--- src/rtl/axi4_lite_pkg.sv ---
// ============================================================================
// Module  : axi4_lite_pkg
// Brief   : Shared AXI4-Lite response codes and register-bridge state encoding.
// Revision: 1.0 - initial release
// ============================================================================
`default_nettype none

package axi4_lite_pkg;

  // AXI4-Lite response encodings used by the bridge.
  typedef enum logic [1:0] {
    RESP_OKAY   = 2'b00,
    RESP_SLVERR = 2'b10,
    RESP_DECERR = 2'b11
  } resp_t;

  // Bridge control states.
  typedef enum logic [2:0] {
    IDLE    = 3'd0,
    REG_WR  = 3'd1,
    WR_RESP = 3'd2,
    REG_RD  = 3'd3,
    RD_RESP = 3'd4
  } bridge_state_t;

endpackage

`default_nettype wire

--- src/rtl/axi4_lite_reg_bridge_if.sv ---
// ============================================================================
// Module  : axi4_lite_reg_bridge_if
// Brief   : AXI4-Lite slave channels plus native register bus of the bridge.
//           slave modport = bridge side, master modport = AXI initiator and
//           register responder side.
// Revision: 1.0 - initial release
// ============================================================================
`default_nettype none

interface axi4_lite_reg_bridge_if #(
  parameter int DATA_WIDTH = 32,
  parameter int ADDRESS    = 32
) ();

  // AXI4-Lite write address / data / response
  logic [ADDRESS-1:0]      S_AWADDR;
  logic                    S_AWVALID;
  logic                    S_AWREADY;
  logic [DATA_WIDTH-1:0]   S_WDATA;
  logic [DATA_WIDTH/8-1:0] S_WSTRB;
  logic                    S_WVALID;
  logic                    S_WREADY;
  logic [1:0]              S_BRESP;
  logic                    S_BVALID;
  logic                    S_BREADY;
  // AXI4-Lite read address / data
  logic [ADDRESS-1:0]      S_ARADDR;
  logic                    S_ARVALID;
  logic                    S_ARREADY;
  logic [DATA_WIDTH-1:0]   S_RDATA;
  logic [1:0]              S_RRESP;
  logic                    S_RVALID;
  logic                    S_RREADY;
  // Native register bus
  logic                    REG_REQ;
  logic                    REG_WE;
  logic [ADDRESS-1:0]      REG_ADDR;
  logic [DATA_WIDTH-1:0]   REG_WDATA;
  logic [DATA_WIDTH/8-1:0] REG_WSTRB;
  logic                    REG_ACK;
  logic [DATA_WIDTH-1:0]   REG_RDATA;
  logic                    REG_ERR;

  modport slave (
    input  S_AWADDR, S_AWVALID, S_WDATA, S_WSTRB, S_WVALID, S_BREADY,
    input  S_ARADDR, S_ARVALID, S_RREADY,
    output S_AWREADY, S_WREADY, S_BRESP, S_BVALID,
    output S_ARREADY, S_RDATA, S_RRESP, S_RVALID,
    output REG_REQ, REG_WE, REG_ADDR, REG_WDATA, REG_WSTRB,
    input  REG_ACK, REG_RDATA, REG_ERR
  );

  modport master (
    output S_AWADDR, S_AWVALID, S_WDATA, S_WSTRB, S_WVALID, S_BREADY,
    output S_ARADDR, S_ARVALID, S_RREADY,
    input  S_AWREADY, S_WREADY, S_BRESP, S_BVALID,
    input  S_ARREADY, S_RDATA, S_RRESP, S_RVALID,
    input  REG_REQ, REG_WE, REG_ADDR, REG_WDATA, REG_WSTRB,
    output REG_ACK, REG_RDATA, REG_ERR
  );

endinterface

`default_nettype wire

--- src/rtl/axi4_lite_reg_bridge.sv ---
// ============================================================================
// Module  : axi4_lite_reg_bridge
// Brief   : AXI4-Lite slave that turns each transaction into one req/ack
//           access on a native register bus, with window decode (DECERR)
//           and a per-access acknowledge timeout (SLVERR).
// Revision: 1.0 - initial release
// ============================================================================
`default_nettype none

module axi4_lite_reg_bridge
  import axi4_lite_pkg::*;
#(
  parameter int                 DATA_WIDTH = 32,
  parameter int                 ADDRESS    = 32,
  parameter logic [ADDRESS-1:0] BASE_ADDR  = ADDRESS'(32'h0000_0000),
  parameter logic [ADDRESS-1:0] ADDR_SPAN  = ADDRESS'(32'h0000_1000),
  parameter int                 TIMEOUT    = 16
) (
  input wire                    ACLK,
  input wire                    ARESETN,
  axi4_lite_reg_bridge_if.slave bus
);

  localparam int STRB_W = DATA_WIDTH / 8;
  localparam int CNT_W  = (TIMEOUT > 2) ? $clog2(TIMEOUT) : 1;
  localparam logic [CNT_W-1:0] CNT_LAST = CNT_W'(TIMEOUT - 1);

  bridge_state_t           state_q, state_d;
  logic                    aw_held_q, aw_held_d;
  logic                    w_held_q, w_held_d;
  logic [ADDRESS-1:0]      awaddr_q, awaddr_d;
  logic [DATA_WIDTH-1:0]   wdata_q, wdata_d;
  logic [STRB_W-1:0]       wstrb_q, wstrb_d;
  logic                    read_first_q, read_first_d;
  logic                    req_q, req_d;
  logic                    we_q, we_d;
  logic [ADDRESS-1:0]      addr_q, addr_d;
  logic [DATA_WIDTH-1:0]   reg_wdata_q, reg_wdata_d;
  logic [STRB_W-1:0]       reg_wstrb_q, reg_wstrb_d;
  logic                    bvalid_q, bvalid_d;
  resp_t                   bresp_q, bresp_d;
  logic                    rvalid_q, rvalid_d;
  resp_t                   rresp_q, rresp_d;
  logic [DATA_WIDTH-1:0]   rdata_q, rdata_d;
  logic [CNT_W-1:0]        tcount_q, tcount_d;

  logic                    awready, wready, arready;
  logic                    nothing_held, contention;
  logic                    aw_hs, w_hs, ar_hs;
  logic [ADDRESS-1:0]      wr_addr;
  logic [DATA_WIDTH-1:0]   wr_data;
  logic [STRB_W-1:0]       wr_strb;
  resp_t                   done_resp;

  function automatic logic in_window(input logic [ADDRESS-1:0] a);
    return (a >= BASE_ADDR) && ((a - BASE_ADDR) < ADDR_SPAN);
  endfunction

  // Next-state, channel readiness and next register-bus/response values.
  always_comb begin
    state_d      = state_q;
    aw_held_d    = aw_held_q;
    w_held_d     = w_held_q;
    awaddr_d     = awaddr_q;
    wdata_d      = wdata_q;
    wstrb_d      = wstrb_q;
    read_first_d = read_first_q;
    req_d        = req_q;
    we_d         = we_q;
    addr_d       = addr_q;
    reg_wdata_d  = reg_wdata_q;
    reg_wstrb_d  = reg_wstrb_q;
    bvalid_d     = bvalid_q;
    bresp_d      = bresp_q;
    rvalid_d     = rvalid_q;
    rresp_d      = rresp_q;
    rdata_d      = rdata_q;
    tcount_d     = tcount_q;
    awready      = 1'b0;
    wready       = 1'b0;
    arready      = 1'b0;
    nothing_held = !aw_held_q && !w_held_q;
    contention   = 1'b0;
    aw_hs        = 1'b0;
    w_hs         = 1'b0;
    ar_hs        = 1'b0;
    wr_addr      = aw_held_q ? awaddr_q : bus.S_AWADDR;
    wr_data      = w_held_q ? wdata_q : bus.S_WDATA;
    wr_strb      = w_held_q ? wstrb_q : bus.S_WSTRB;
    done_resp    = (!bus.REG_ACK || bus.REG_ERR) ? RESP_SLVERR : RESP_OKAY;

    case (state_q)
      IDLE: begin
        // The round-robin flag only moves when both sides actually compete,
        // so an uncontended transaction does not steal the next turn.
        contention = nothing_held && bus.S_ARVALID && (bus.S_AWVALID || bus.S_WVALID);
        arready = nothing_held && !(contention && !read_first_q);
        awready = !aw_held_q && !(contention && read_first_q);
        wready  = !w_held_q && !(contention && read_first_q);
        aw_hs   = awready && bus.S_AWVALID;
        w_hs    = wready && bus.S_WVALID;
        ar_hs   = arready && bus.S_ARVALID;
        if (contention) read_first_d = !read_first_q;
        if (aw_hs) begin
          aw_held_d = 1'b1;
          awaddr_d  = bus.S_AWADDR;
        end
        if (w_hs) begin
          w_held_d = 1'b1;
          wdata_d  = bus.S_WDATA;
          wstrb_d  = bus.S_WSTRB;
        end
        if (ar_hs) begin
          if (in_window(bus.S_ARADDR)) begin
            state_d  = REG_RD;
            req_d    = 1'b1;
            we_d     = 1'b0;
            addr_d   = bus.S_ARADDR - BASE_ADDR;
            tcount_d = '0;
          end else begin
            state_d  = RD_RESP;
            rvalid_d = 1'b1;
            rresp_d  = RESP_DECERR;
            rdata_d  = '0;
          end
        end else if ((aw_held_q || aw_hs) && (w_held_q || w_hs)) begin
          if (in_window(wr_addr)) begin
            state_d     = REG_WR;
            req_d       = 1'b1;
            we_d        = 1'b1;
            addr_d      = wr_addr - BASE_ADDR;
            reg_wdata_d = wr_data;
            reg_wstrb_d = wr_strb;
            tcount_d    = '0;
          end else begin
            state_d  = WR_RESP;
            bvalid_d = 1'b1;
            bresp_d  = RESP_DECERR;
          end
        end
      end
      REG_WR, REG_RD: begin
        // Finish on acknowledge, or give up on the last allowed cycle.
        if (bus.REG_ACK || (tcount_q == CNT_LAST)) begin
          req_d = 1'b0;
          if (state_q == REG_WR) begin
            state_d  = WR_RESP;
            bvalid_d = 1'b1;
            bresp_d  = done_resp;
          end else begin
            state_d  = RD_RESP;
            rvalid_d = 1'b1;
            rresp_d  = done_resp;
            rdata_d  = (done_resp == RESP_OKAY) ? bus.REG_RDATA : '0;
          end
        end else begin
          tcount_d = tcount_q + CNT_W'(1);
        end
      end
      WR_RESP: begin
        if (bus.S_BREADY) begin
          bvalid_d  = 1'b0;
          aw_held_d = 1'b0;
          w_held_d  = 1'b0;
          state_d   = IDLE;
        end
      end
      RD_RESP: begin
        if (bus.S_RREADY) begin
          rvalid_d = 1'b0;
          state_d  = IDLE;
        end
      end
      default: state_d = IDLE;
    endcase
  end

  // State and output registers with asynchronous clear.
  always_ff @(posedge ACLK or negedge ARESETN) begin
    if (!ARESETN) begin
      state_q      <= IDLE;
      aw_held_q    <= 1'b0;
      w_held_q     <= 1'b0;
      awaddr_q     <= '0;
      wdata_q      <= '0;
      wstrb_q      <= '0;
      read_first_q <= 1'b1;
      req_q        <= 1'b0;
      we_q         <= 1'b0;
      addr_q       <= '0;
      reg_wdata_q  <= '0;
      reg_wstrb_q  <= '0;
      bvalid_q     <= 1'b0;
      bresp_q      <= RESP_OKAY;
      rvalid_q     <= 1'b0;
      rresp_q      <= RESP_OKAY;
      rdata_q      <= '0;
      tcount_q     <= '0;
    end else begin
      state_q      <= state_d;
      aw_held_q    <= aw_held_d;
      w_held_q     <= w_held_d;
      awaddr_q     <= awaddr_d;
      wdata_q      <= wdata_d;
      wstrb_q      <= wstrb_d;
      read_first_q <= read_first_d;
      req_q        <= req_d;
      we_q         <= we_d;
      addr_q       <= addr_d;
      reg_wdata_q  <= reg_wdata_d;
      reg_wstrb_q  <= reg_wstrb_d;
      bvalid_q     <= bvalid_d;
      bresp_q      <= bresp_d;
      rvalid_q     <= rvalid_d;
      rresp_q      <= rresp_d;
      rdata_q      <= rdata_d;
      tcount_q     <= tcount_d;
    end
  end

  // Ready outputs are forced low while reset is asserted.
  assign bus.S_AWREADY = ARESETN & awready;
  assign bus.S_WREADY  = ARESETN & wready;
  assign bus.S_ARREADY = ARESETN & arready;
  assign bus.S_BVALID  = bvalid_q;
  assign bus.S_BRESP   = bresp_q;
  assign bus.S_RVALID  = rvalid_q;
  assign bus.S_RRESP   = rresp_q;
  assign bus.S_RDATA   = rdata_q;
  assign bus.REG_REQ   = req_q;
  assign bus.REG_WE    = we_q;
  assign bus.REG_ADDR  = addr_q;
  assign bus.REG_WDATA = reg_wdata_q;
  assign bus.REG_WSTRB = reg_wstrb_q;

endmodule

`default_nettype wire

--- src/flat_wrapper.sv ---
// flat-port wrapper written by rule: the top's interface ports become plain ports
module axi4_lite_reg_bridge_flat import axi4_lite_pkg::*;
#(
  parameter int                 DATA_WIDTH = 32,
  parameter int                 ADDRESS    = 32,
  parameter logic [ADDRESS-1:0] BASE_ADDR  = ADDRESS'(32'h0000_0000),
  parameter logic [ADDRESS-1:0] ADDR_SPAN  = ADDRESS'(32'h0000_1000),
  parameter int                 TIMEOUT    = 16
)
  (ACLK, ARESETN, bus_S_AWADDR, bus_S_AWVALID, bus_S_WDATA, bus_S_WSTRB, bus_S_WVALID, bus_S_BREADY, bus_S_ARADDR, bus_S_ARVALID, bus_S_RREADY, bus_S_AWREADY, bus_S_WREADY, bus_S_BRESP, bus_S_BVALID, bus_S_ARREADY, bus_S_RDATA, bus_S_RRESP, bus_S_RVALID, bus_REG_REQ, bus_REG_WE, bus_REG_ADDR, bus_REG_WDATA, bus_REG_WSTRB, bus_REG_ACK, bus_REG_RDATA, bus_REG_ERR);
  axi4_lite_reg_bridge_if #(.DATA_WIDTH(DATA_WIDTH), .ADDRESS(ADDRESS)) bus_i ();
  input wire ACLK;
  input wire ARESETN;
  input wire logic [$bits(bus_i.S_AWADDR)-1:0] bus_S_AWADDR;
  input wire logic [$bits(bus_i.S_AWVALID)-1:0] bus_S_AWVALID;
  input wire logic [$bits(bus_i.S_WDATA)-1:0] bus_S_WDATA;
  input wire logic [$bits(bus_i.S_WSTRB)-1:0] bus_S_WSTRB;
  input wire logic [$bits(bus_i.S_WVALID)-1:0] bus_S_WVALID;
  input wire logic [$bits(bus_i.S_BREADY)-1:0] bus_S_BREADY;
  input wire logic [$bits(bus_i.S_ARADDR)-1:0] bus_S_ARADDR;
  input wire logic [$bits(bus_i.S_ARVALID)-1:0] bus_S_ARVALID;
  input wire logic [$bits(bus_i.S_RREADY)-1:0] bus_S_RREADY;
  output wire logic [$bits(bus_i.S_AWREADY)-1:0] bus_S_AWREADY;
  output wire logic [$bits(bus_i.S_WREADY)-1:0] bus_S_WREADY;
  output wire logic [$bits(bus_i.S_BRESP)-1:0] bus_S_BRESP;
  output wire logic [$bits(bus_i.S_BVALID)-1:0] bus_S_BVALID;
  output wire logic [$bits(bus_i.S_ARREADY)-1:0] bus_S_ARREADY;
  output wire logic [$bits(bus_i.S_RDATA)-1:0] bus_S_RDATA;
  output wire logic [$bits(bus_i.S_RRESP)-1:0] bus_S_RRESP;
  output wire logic [$bits(bus_i.S_RVALID)-1:0] bus_S_RVALID;
  output wire logic [$bits(bus_i.REG_REQ)-1:0] bus_REG_REQ;
  output wire logic [$bits(bus_i.REG_WE)-1:0] bus_REG_WE;
  output wire logic [$bits(bus_i.REG_ADDR)-1:0] bus_REG_ADDR;
  output wire logic [$bits(bus_i.REG_WDATA)-1:0] bus_REG_WDATA;
  output wire logic [$bits(bus_i.REG_WSTRB)-1:0] bus_REG_WSTRB;
  input wire logic [$bits(bus_i.REG_ACK)-1:0] bus_REG_ACK;
  input wire logic [$bits(bus_i.REG_RDATA)-1:0] bus_REG_RDATA;
  input wire logic [$bits(bus_i.REG_ERR)-1:0] bus_REG_ERR;
  assign bus_i.S_AWADDR = bus_S_AWADDR;
  assign bus_i.S_AWVALID = bus_S_AWVALID;
  assign bus_i.S_WDATA = bus_S_WDATA;
  assign bus_i.S_WSTRB = bus_S_WSTRB;
  assign bus_i.S_WVALID = bus_S_WVALID;
  assign bus_i.S_BREADY = bus_S_BREADY;
  assign bus_i.S_ARADDR = bus_S_ARADDR;
  assign bus_i.S_ARVALID = bus_S_ARVALID;
  assign bus_i.S_RREADY = bus_S_RREADY;
  assign bus_S_AWREADY = bus_i.S_AWREADY;
  assign bus_S_WREADY = bus_i.S_WREADY;
  assign bus_S_BRESP = bus_i.S_BRESP;
  assign bus_S_BVALID = bus_i.S_BVALID;
  assign bus_S_ARREADY = bus_i.S_ARREADY;
  assign bus_S_RDATA = bus_i.S_RDATA;
  assign bus_S_RRESP = bus_i.S_RRESP;
  assign bus_S_RVALID = bus_i.S_RVALID;
  assign bus_REG_REQ = bus_i.REG_REQ;
  assign bus_REG_WE = bus_i.REG_WE;
  assign bus_REG_ADDR = bus_i.REG_ADDR;
  assign bus_REG_WDATA = bus_i.REG_WDATA;
  assign bus_REG_WSTRB = bus_i.REG_WSTRB;
  assign bus_i.REG_ACK = bus_REG_ACK;
  assign bus_i.REG_RDATA = bus_REG_RDATA;
  assign bus_i.REG_ERR = bus_REG_ERR;
  axi4_lite_reg_bridge #(.DATA_WIDTH(DATA_WIDTH), .ADDRESS(ADDRESS), .BASE_ADDR(BASE_ADDR), .ADDR_SPAN(ADDR_SPAN), .TIMEOUT(TIMEOUT)) u_core (.ACLK(ACLK), .ARESETN(ARESETN), .bus(bus_i));
endmodule
--- config.mk ---
export PLATFORM = sky130hd
export DESIGN_NAME = axi4_lite_reg_bridge_flat
export DESIGN_NICKNAME = d
export VERILOG_FILES = /design/src/rtl/axi4_lite_pkg.sv /design/src/rtl/axi4_lite_reg_bridge_if.sv /design/src/rtl/axi4_lite_reg_bridge.sv /design/src/flat_wrapper.sv
export SDC_FILE = /design/constraint.sdc
export NUM_CORES = 1
export LEC_CHECK = 0
export ABC_CLOCK_PERIOD_IN_PS = 2310
export CAP_MARGIN = 10
export CORE_ASPECT_RATIO = 0.7
export CORE_MARGIN = 4
export CORE_UTILIZATION = 42
export CTS_CLUSTER_SIZE = 30
export DETAILED_ROUTE_END_ITERATION = 6
export PLACE_DENSITY = 0.76
export SKIP_CTS_REPAIR_TIMING = 1
export SLEW_MARGIN = 5
export SYNTH_ARGS = -nofsm -noshare
export SYNTH_HDL_FRONTEND = slang
export SYNTH_SLANG_ARGS = --single-unit
--- constraint.sdc ---
create_clock -name ACLK -period 2.31 [get_ports ACLK]
set_clock_uncertainty 0.1 [all_clocks]
set_input_delay 0.693 -clock ACLK [delete_from_list [all_inputs] [get_ports ACLK]]
set_output_delay 0.693 -clock ACLK [all_outputs]
set_load 0.1 [all_outputs]
After elaboration in Yosys (flattened, before gate mapping). Index checks and enable logic that the tools add are counted.

Bits in latches: 0. Register bits: 186. RAM bits: 0. Word-level logic and storage cells: 165. Output and inout port bits: 111. Memories kept: 0. ROM bits: 0.

$mul: 0. $lt $le $gt $ge: 4. Shift operators: 0. Eq/ne operators: 22. Divide/modulo/power cells: 0. Muxes and demuxes: 68. Bitwise operators: 4. Reductions and logical operators: 48. Add/sub/neg operators: 1.

Operator list (count): 32-bit two-way mux (11); 32-bit by 1-bit greater-or-equal comparator with 1-bit output, second input constant (2); 32-bit by 13-bit < comparator with 1-bit output, second input constant (2); 32-bit case mux with 2 select lines (1); 4-bit two-way mux (6); 1-bit two-way mux (23); 2-bit two-way mux (11); 3-bit two-way mux (7); 2-bit != test, second input constant (8); 5-bit AND reduction (3); 1-bit logical AND (14); 2-bit by 1-bit != test with 1-bit output, second input constant (6); 3-bit case mux with 4 select lines (1); 4-bit AND reduction (3); 6-bit AND reduction (2); 2-bit case mux with 2 select lines (2); 4-bit case mux with 2 select lines (1); 2-bit nonzero test (4); 7-bit AND reduction (1); 3-bit by 2-bit equality test with 1-bit output, second input constant (2); 1-bit zero test (6); 3-bit by 1-bit != test with 1-bit output, second input constant (2); 1-bit case mux with 2 select lines (3); 1-bit case mux with 3 select lines (2); other kinds (14) (24).

Longest topological paths before layout. Gate-level depths: netlist (run 1).

Depth in word-level cells: 13. Depth in mapped cells: 8.

Least setup slack after synthesis (run 1). OpenSTA, ideal clock, no wires.

Path kind: in2out. Start: input port bus_S_WVALID. End: output port bus_S_AWREADY. Stages: 5. Arrival time: 2.555 ns. Buffers on the path: 0. Required time: 1.517 ns. Slack: -1.038 ns. Cells stage by stage: o21ai_0 -> inv_1 -> a31oi_2 -> nand2_1 -> nor2_1.

Longest elaborated chain between the ends: 7.

RTL lines: start: declaration (RTL line flat_wrapper.sv:18) `input wire logic [$bits(bus_i.S_WVALID)-1:0] bus_S_WVALID;`; 1-bit logical OR (RTL line axi4_lite_reg_bridge.sv:96) `contention = nothing_held && bus.S_ARVALID && (bus.S_AWVALID || bus.S_WVALID);`; 1-bit logical AND (RTL line axi4_lite_reg_bridge.sv:96); 1-bit logical AND (RTL line axi4_lite_reg_bridge.sv:98) `awready = !aw_held_q && !(contention && read_first_q);`; 1-bit zero test (RTL line axi4_lite_reg_bridge.sv:98); 1-bit logical AND (RTL line axi4_lite_reg_bridge.sv:98); 1-bit two-way mux (RTL line axi4_lite_reg_bridge.sv:92) `case (state_q)`; 1-bit bitwise AND (RTL line axi4_lite_reg_bridge.sv:222) `assign bus.S_AWREADY = ARESETN & awready;`; end: declaration (RTL line flat_wrapper.sv:23) `output wire logic [$bits(bus_i.S_AWREADY)-1:0] bus_S_AWREADY;`.

No other way between the ends.

Worst setup path after layout (run 1).
Start: register u_core.state_q[0]. End: output port bus_S_WREADY.

Longest elaborated chain between the ends: 3.

RTL lines: start: declaration (RTL line axi4_lite_reg_bridge.sv:28) `bridge_state_t state_q, state_d;`; start signal: assignment (RTL line axi4_lite_reg_bridge.sv:200) `state_q <= state_d;`; 3-bit zero test (RTL line axi4_lite_reg_bridge.sv:92); 1-bit two-way mux (RTL line axi4_lite_reg_bridge.sv:92); 1-bit bitwise AND (RTL line axi4_lite_reg_bridge.sv:223) `assign bus.S_WREADY = ARESETN & wready;`; end: declaration (RTL line flat_wrapper.sv:24) `output wire logic [$bits(bus_i.S_WREADY)-1:0] bus_S_WREADY;`.

No other way between the ends.

==> impl_metrics.py, run 1 <==
metrics = {
    "drt": {
        "drc": 0,
        "via_count": 6262,
        "wire_per_inst_um": 19.3,
        "firstDrtPassIters": 7,
        "via_per_inst": 5.35,
        "final_antenna_net_count": 0,
        "drt_iter0_drc": 432,
        "wl_um": 22600,
    },
    "finish": {
        "seqCellArea_um2": 4660,
        "final_cell_mix": "dfrtp_1 (183), buf_4 (125), clkdlybuf4s50_1 (101), o21ai_0 (53), mux2i_1 (51)",
        "fillers": 1333,
        "multiInputGateArea_um2": 3350,
        "syn2layout_area_growth_pct": 52.1,
        "nNetsFinal": 1065,
        "antennaDiodeCount": 0,
        "layout_commonest_cell": "dfrtp_1",
        "final_layout_size_suffix_gt1_frac": 0.313,
    },
    "worst_setup_path": {
        "rr_startpoint": "u_core.awaddr_q[12]",
        "r2r_setup_slack_ns": 0.09,
        "cp-start-kind": "register",
        "critPathCaptureType": "output port",
        "worstSetupPathType": "reg -> out",
        "crit_required_ns": 1.52,
        "critPathMaxFanout": 2,
        "cp.arrival_ns": 1.79,
        "r2r_cells": 5,
        "r2r-end": "u_core.bus.REG_ADDR[10]",
    },
    "yosys": {
        "synth_xor_area_frac": 0.00109,
        "synth_cell_types": 55,
        "synth_top_family_by_area": "multiplexers",
        "async_flop_share": 1.00,
        "ys_seq_elements": 186,
        "synthSimpleGateAreaFrac": 0.0523,
        "synth_edf_count": 0,
        "muxShareOfSynthArea": 0.184,
        "syn-cell-area_um2": 8010,
        "synthAdderAreaFrac": 0.00156,
        "avgSynthCellArea_um2": 12.6,
        "synth-compound-area-share": 0.149,
        "synthCells": 637,
        "ys.flop_type": "dfrtp_1",
        "ys_seq_area_frac": 0.581,
        "synthesis.nets": 779,
        "yosysWarnings": 0,
    },
    "place": {
        "gp_congestion": 0.801,
        "dp.final_hpwl_um": 15400,
        "dpl_worst_slack_ns": -0.682,
        "port_buffers": 251,
    },
    "sta": {
        "slew_headroom": 0.240,
        "timing.fmax_mhz": 388,
        "rsz0062_at_grt": "yes",
        "hold_slack_ns": 0.139,
        "hold_violations": 0,
        "worstMarginPinSlew_ns": 1.14,
        "setup_tns_ns": -0.715,
        "finalSetupViolCount": 3,
        "min_period_ns": 2.58,
        "drv_slew": 0,
        "setup_ws_ns": -0.270,
        "period_share": 1.12,
    },
    "flow_run": {
        "maxCapViolCount": 0,
    },
    "cts": {
        "htree_num_levels": 4,
        "cts_root_buffer": "clkbuf_16",
        "cts_tree": "yes",
        "clk_latency_ns": 0.43,
        "cts.sinks": 186,
        "cts_buffers": 17,
        "ctsLongestPathBuffers": 2,
        "clkSlewWorstSetupHoldPaths_ns": 0.07,
    },
    "power_and_ir_drop": {
        "leakagePower_nw": 5.85,
        "max-vdd-ir-drop_uv": 460,
        "power_density_nw_per_um2": 966,
    },
    "floorplanning": {
        "die_h_um": 124,
        "initial_core_util": 0.436,
        "die_w_um": 173,
        "boundaryPins": 252,
        "core_area_um2": 18400,
        "die_area_um2": 21400,
        "rows": 41,
    },
    "global_routing": {
        "grt_first_pass_wirelength_um": 34400,
        "grtUsageTotal": 0.202,
        "grt-ovfl-total": 0,
        "grt_pass1_vias": 6340,
        "antenna_found_initial": 0,
        "grt_max_degree": 179,
    },
    "outcome": {
        "status": "finished with violations",
        "violations": "setup timing",
    },
    "min_path": {
        "hp-class": "in -> async",
    },
}
[per-stage QoR]
stage	power (mW)	util	instances	area (um^2)
floorplan	7.39	-	637	8130
global placement	8.74	0.610	1127	11200
detailed placement	8.86	0.610	1127	11200
CTS	11.7	0.640	1158	11800
global route	12.4	0.664	1171	12200
finish	11.8	0.664	1171	12200
[logic make-up (layout without fill, tap and decap cells)]
logic type,Yosys count,after routing
adders and majority gates,1,1
xor gates and xnor gates,1,1
muxes,133,133
and+or+nand+nor,84,84
buffers and inverters,49,346
AOI/OAI and AO/OA,183,184
DFF,186,186
[critical path: stages (launching register included)]
cell     delay (ns)
dfrtp_1        0.38
or3_4          0.42
a31oi_4        0.19
nand2_4        0.09
nor2_4         0.11
buf_12         0.18
[cell type report]
class	count	area share
inverter	4	0.00123
tap	236	0.0242
timing repair buffer	311	0.271
sequential	186	0.382
clock inverter	14	0.0108
multi-input combinational	403	0.275
clock buffer	17	0.0349
[Yosys cell counts, types with 3 or more instances]
cell	n	area (um^2)
or3_1	3	18.8
dfrtp_1	185	4630
a21boi_1	6	45.0
a22o_1	32	280
mux2i_1	51	510
o21ai_0	56	280
mux2_4	10	150
nand3_1	5	25.0
nor3_1	4	20.0
o31ai_1	5	37.5
mux2_2	36	405
inv_1	3	11.3
a31oi_1	6	37.5
nand2_1	30	113
buf_6	7	78.8
buf_2	9	45.0
mux2_1	36	405
a21boi_0	14	105
nor4_1	14	87.6
o21ai_1	37	185
a21o_1	3	22.5
buf_1	6	22.5
a21oi_1	6	30.0
clkbuf_1	22	82.6
nor2_1	14	52.6
[power breakdown]
| group | internal, mW | switching (mW) |
|---|---|---|
| Sequential | 4.03 | 0.496 |
| Combinational | 2.01 | 2.46 |
| Clock | 1.42 | 1.35 |
| Total | 7.46 | 4.30 |
[layer usage]
metal / track usage / up-vias / share of wire
li1: - / 2918 / -
met1: 0.286 / 3111 / 0.46
met2: 0.312 / 218 / 0.47
met3: 0.0649 / 15 / 0.071
met4: 0.0399 / 0 / 0.0069
met5: 0 / - / 0
[registers in the layout, indices dropped and copies added, names as in the netlist]
| name | cells |
|---|---|
| u_core.tcount_q | 4 |
| u_core.bus.REG_REQ | 1 |
| u_core.bus.REG_WSTRB | 4 |
| u_core.bus.REG_WDATA | 32 |
| u_core.bus.S_RVALID | 1 |
| u_core.read_first_q | 1 |
| u_core.bus.S_BVALID | 1 |
| u_core.bus.REG_WE | 1 |
| u_core.wstrb_q | 4 |
| u_core.w_held_q | 1 |
| u_core.awaddr_q | 32 |
| u_core.bus.S_RDATA | 32 |
| u_core.bus.S_BRESP | 2 |
| u_core.bus.S_RRESP | 2 |
| u_core.aw_held_q | 1 |
| u_core.bus.REG_ADDR | 32 |
| u_core.wdata_q | 32 |
| u_core.state_q | 3 |
[how the worst max path moves through the flow]
| stage | start | cells after the start | end | slack, ns |
|---|---|---|---|---|
| 3_5_place_dp | bus_S_AWADDR[15] | 6 | u_core.bus.REG_ADDR[5] | -0.68 |
| 4_1_cts | bus_S_WVALID | 7 | bus_S_WREADY | -0.55 |
| 3_3_place_gp | bus_S_AWADDR[15] | 6 | u_core.bus.REG_ADDR[7] | -0.68 |
| 6_report | u_core.state_q[0] | 5 | bus_S_WREADY | -0.27 |
| 2_1_floorplan | u_core.state_q[0] | 6 | bus_S_AWREADY | -0.19 |
| 5_1_grt | u_core.state_q[2] | 5 | bus_S_WREADY | -0.32 |
(Power assumes the default switching activity.)
==> run 2, diff against run 1 <==
Settings changed: CTS_CLUSTER_SIZE 30 to unset, SLEW_MARGIN 5 to 20.
==> results of run 2 <==
Final layout, timing and power as in run 1 (identical DEF).
